===== src/rtl/tx_pkg.sv =====
// Shared types and line levels for the byte serializer.
// Imported by the serializer top and its bit timer.
package tx_pkg;

  typedef enum logic [1:0] {
    IDLE,
    START_BIT,
    DATA_BITS,
    STOP_BIT
  } tx_state_t;

  localparam logic IDLE_LEVEL  = 1'b1;
  localparam logic START_LEVEL = 1'b0;
  localparam logic STOP_LEVEL  = 1'b1;
  localparam int   DATA_BITS_PER_FRAME = 8;

endpackage


===== src/rtl/bit_timer.sv =====
// Flexible period counter: counts 0..rollover_val and wraps.
// rollover_flag marks the last cycle of each period.
module bit_timer #(
  parameter int CNT_WIDTH = 10
) (
  input  logic                 clk,
  input  logic                 n_rst,
  input  logic                 clear,
  input  logic                 count_enable,
  input  logic [CNT_WIDTH-1:0] rollover_val,
  output logic [CNT_WIDTH-1:0] count_out,
  output logic                 rollover_flag
);

  assign rollover_flag = (count_out == rollover_val);

  always_ff @(posedge clk or negedge n_rst) begin
    if (!n_rst) begin
      count_out <= '0;
    end else if (clear) begin
      count_out <= '0;
    end else if (count_enable) begin
      if (rollover_flag) count_out <= '0;
      else               count_out <= count_out + 1'b1;
    end
  end

endmodule


===== src/rtl/tx_serializer.sv =====
// Byte-to-serial transmit stage: start bit, 8 data bits LSB-first,
// stop bit, each held BIT_PERIOD clocks; done pulses after the stop bit.
module tx_serializer
  import tx_pkg::*;
#(
  parameter int BIT_PERIOD = 10,
  parameter int CNT_WIDTH  = 10
) (
  input  logic       clk,
  input  logic       n_rst,
  input  logic       load,
  input  logic [7:0] data_in,
  output logic       serial_out,
  output logic       busy,
  output logic       done
);

  localparam logic [CNT_WIDTH-1:0] LAST_CNT = CNT_WIDTH'(BIT_PERIOD - 1);
  localparam logic [2:0] LAST_BIT = 3'(DATA_BITS_PER_FRAME - 1);

  tx_state_t            state;
  logic [7:0]           shift_reg;
  logic [2:0]           bit_idx;
  logic [CNT_WIDTH-1:0] period_cnt;
  logic                 tick;
  logic                 accept;

  // Counter runs only while a frame is on the line; a load restarts it.
  assign accept = (state == IDLE) && load;

  bit_timer #(
    .CNT_WIDTH(CNT_WIDTH)
  ) u_timer (
    .clk          (clk),
    .n_rst        (n_rst),
    .clear        (accept),
    .count_enable (state != IDLE),
    .rollover_val (LAST_CNT),
    .count_out    (period_cnt),
    .rollover_flag(tick)
  );

  always_ff @(posedge clk or negedge n_rst) begin
    if (!n_rst) begin
      state      <= IDLE;
      serial_out <= IDLE_LEVEL;
      busy       <= 1'b0;
      done       <= 1'b0;
      shift_reg  <= 8'h00;
      bit_idx    <= 3'd0;
    end else begin
      done <= 1'b0;
      unique case (state)
        IDLE: begin
          serial_out <= IDLE_LEVEL;
          busy       <= 1'b0;
          if (load) begin
            shift_reg  <= data_in;
            bit_idx    <= 3'd0;
            serial_out <= START_LEVEL;
            busy       <= 1'b1;
            state      <= START_BIT;
          end
        end
        START_BIT: begin
          if (tick) begin
            serial_out <= shift_reg[0];
            bit_idx    <= 3'd0;
            state      <= DATA_BITS;
          end
        end
        DATA_BITS: begin
          if (tick) begin
            if (bit_idx == LAST_BIT) begin
              serial_out <= STOP_LEVEL;
              state      <= STOP_BIT;
            end else begin
              shift_reg  <= shift_reg >> 1;
              serial_out <= shift_reg[1];
              bit_idx    <= bit_idx + 3'd1;
            end
          end
        end
        STOP_BIT: begin
          if (tick) begin
            serial_out <= IDLE_LEVEL;
            busy       <= 1'b0;
            done       <= 1'b1;
            state      <= IDLE;
          end
        end
      endcase
    end
  end

  a_cnt_range: assert property (
    @(posedge clk) disable iff (!n_rst) period_cnt <= LAST_CNT
  );

endmodule

===== config.mk =====
export PLATFORM = sky130hd
export DESIGN_NAME = tx_serializer
export DESIGN_NICKNAME = d
export VERILOG_FILES = /design/src/rtl/tx_pkg.sv /design/src/rtl/bit_timer.sv /design/src/rtl/tx_serializer.sv
export SDC_FILE = /design/constraint.sdc
export NUM_CORES = 1
export LEC_CHECK = 0
export CAP_MARGIN = 20
export CORE_ASPECT_RATIO = 1.4
export CORE_UTILIZATION = 49
export CTS_BUF_LIST = sky130_fd_sc_hd__clkbuf_4
export CTS_CLUSTER_SIZE = 10
export DETAILED_ROUTE_END_ITERATION = 10
export PLACE_DENSITY = 0.79
export RECOVER_POWER = 50
export SKIP_CTS_REPAIR_TIMING = 1
export SYNTH_ARGS = -nofsm -noshare
export SYNTH_HDL_FRONTEND = slang
export SYNTH_SLANG_ARGS = --single-unit

===== constraint.sdc =====
create_clock -name clk -period 2.06 [get_ports clk]
set_clock_uncertainty 0.2 [all_clocks]
set_input_delay 0.412 -clock clk [delete_from_list [all_inputs] [get_ports clk]]
set_output_delay 0.412 -clock clk [all_outputs]
set_load 0.03 [all_outputs]

==> impl_results.md <==
* PortBufs at 13
* Post-Synthesis Cells at 140
* Fin. Hold Viols at 0
* Max Transition Viols Final at 0
* Status: complete, but fails checks
* CTS Root Cell: clkbuf_4
* DIE AREA at about 3300 um^2
* Sink Count at 26
* Critical Path Fanout Max at 8
* Hpwl dp at roughly 2600 um
* CORE AREA at between 2000 and 3000 um^2
* Crit path DAT at 2.24 ns
* Worst Path Buf+Inv at 1
* Largest net degree at the start of global routing at 27
* Largest register FFs at 10
* Top delay family on crit path: simple AND/OR/NAND/NOR gates
* Post-synthesis average cell area at 10.9 um^2
* Required time worst endpoint at roughly 2.1 ns
* RSZ-0062 raised after global routing: yes
* Synth warn at 0
* CTS tree: done
* Setup TNS at -1.37 ns
* First-pass GRT wire length at between 5000 and 6000 um
* WS Path Type: reg2reg
* Vias per cell at ~5.9
* Ports at 14
* Grt total ovfl at 0
* # diodes at 0
* DR iter-0 viols at 42
* Worst hold path class: reg2reg
* Fill count at about 200
* Avg WL per Cell at between 15 and 20 um
* Placement row count at 23
* Distinct cells, synth at 38
* Max frequency at between 400 and 500 MHz
* Prevailing post-synth register cell: dfrtp_1
* Most frequent cells in the layout: 25 x dfrtp_1, 22 x buf_4, 10 x nand2_1, 10 x clkdlybuf4s50_1
* H-tree levels at 1
* Drt pass-1 iters at 4
* Final wirelength at 3450 um
* Die extent in y at about 68 um
* Num CTS Buffers at 3
* Mapped cell area at between 1500 and 2000 um^2
* DIE WIDTH at about 49 um
* Static Leakage at 0.862 nW
* Worst path slowest cell: dfrtp_1
* Proportion of layout cells with a drive suffix above 1 at 38.2%
* Global placement routability congestion at slightly below 0.9
* Async SR Flop Fraction at 100%
* Hold WS at between 0.3 and 0.4 ns
* Worst Tran Pin Value at 0.625 ns
* Layout Nets at around 200
* Final setup violating endpoints at 11
* Syn nets at 160
* Max-cap viol count at 0
* Clock Latency Late Sink at about 0.33 ns
* Slew headroom at between 50 and 60%
* CP startpoint kind: register
* Number of synthesized flops with an enable pin at 0
* Register area share after synthesis at between 40% and 50%
* Final core utilization at 70.0%
* Number of remaining DRC errors at 0
* Vias in the first global route at between 1000 and 1500
* Crit-path max cell delay at ~0.42 ns
* FF-to-FF setup slack at -0.15 ns
* Final period utilization at 107%
* Initial antenna violation count at 0
* Failing checks: setup timing
* Initial core utilization at a little over half
* Area Overhead vs Synth at 33.3%
* Post-synthesis sequential element count at 26
* CP Capture Type: register
* Via Count at 1263
* Clk buf depth at 2
* DRT antenna net count at 0
* PwrDens at about 450 nW/um^2
* Min cycle time layout at 2.21 ns
* Worst-path clk slew at roughly 0.15 ns
* Total Routing Usage GR at between 20% and 30%
* Crit-path cells: ha_2, ha_4, nand2b_4, or3b_4, o21ai_4, buf_12, mux2_4
* Final WS setup at -0.148 ns
* Commonest non-fill, non-tap cell in the layout: dfrtp_1
* Post-place setup slack at -0.317 ns
* Max VDD drop at about 0.0004 V
[layout make-up]
type	instances	area [um^2]	share of cell area [%]
multi-input combinational	103	927	45.6
sequential	26	652	32.1
timing repair buffer	37	325	16.0
tap	37	46.3	2.28
clock inverter	1	30.0	1.48
inverter	8	30.0	1.48
clock buffer	3	22.5	1.11
[path summary, 6_finish.rpt]
| path | startpoint | to | cells after the start |
|---|---|---|---|
| max | bit_idx[1]$_DFFE_PN0P_ | shift_reg[5]$_DFFE_PN0P_ | 7 |
| min | shift_reg[2]$_DFFE_PN0P_ | shift_reg[2]$_DFFE_PN0P_ | 1 |
| max reg2reg | bit_idx[1]$_DFFE_PN0P_ | shift_reg[5]$_DFFE_PN0P_ | 7 |
| min reg2reg | shift_reg[2]$_DFFE_PN0P_ | shift_reg[2]$_DFFE_PN0P_ | 1 |
| max in group asynchronous | n_rst | state[1]$_DFFE_PN0P_ | 2 |
| min in group asynchronous | n_rst | u_timer.count_out[1]$_DFFE_PN0P_ | 2 |
[logic make-up after synthesis]
kind of cell,count (synthesis),share of synthesized area (%)
and+or+nand+nor,46,17.8
DFF,26,42.7
AOI/OAI and AO/OA,24,11.0
muxes,22,15.9
buffers and inverters,11,4.02
adders and majority gates,9,7.38
xor gates and xnor gates,2,1.15
[stage by stage]
stage                     cells  cell area [um^2]  power [mW]
after floorplan             140              1590       0.528
after global placement      210              1920       0.560
after detailed placement    210              1920       0.562
after CTS                   214              1970       0.909
after global routing        215              2030       0.932
final                       215              2030       0.908
[Yosys cell counts, types with 3 or more instances]
cell      n  area (um^2)
dfrtp_1  25          626
nor2b_1   3         18.8
a21oi_1   4         20.0
nor2_1    8         30.0
mux2_2   18          203
nand2_1  11         41.3
ha_1      9          113
inv_1     8         30.0
mux2i_1   4         40.0
a22o_1    3         26.3
o22ai_1   3         18.8
o21ai_0   8         40.0
nand3_1   5         25.0
nor3_1    3         15.0
[power breakdown]
| part | switching [mW] | internal, mW |
|---|---|---|
| registers | 0 | 0.511 |
| logic | 0.0163 | 0.0239 |
| clock network | 0.160 | 0.197 |
| total | 0.177 | 0.731 |
[metal layers]
metal,routed length (um),track usage (%)
met5,0,0
met4,62,11.0
met3,111,2.67
met2,1950,45.5
met1,1320,24.6
No activity file was read; power rests on OpenSTA's default activity.
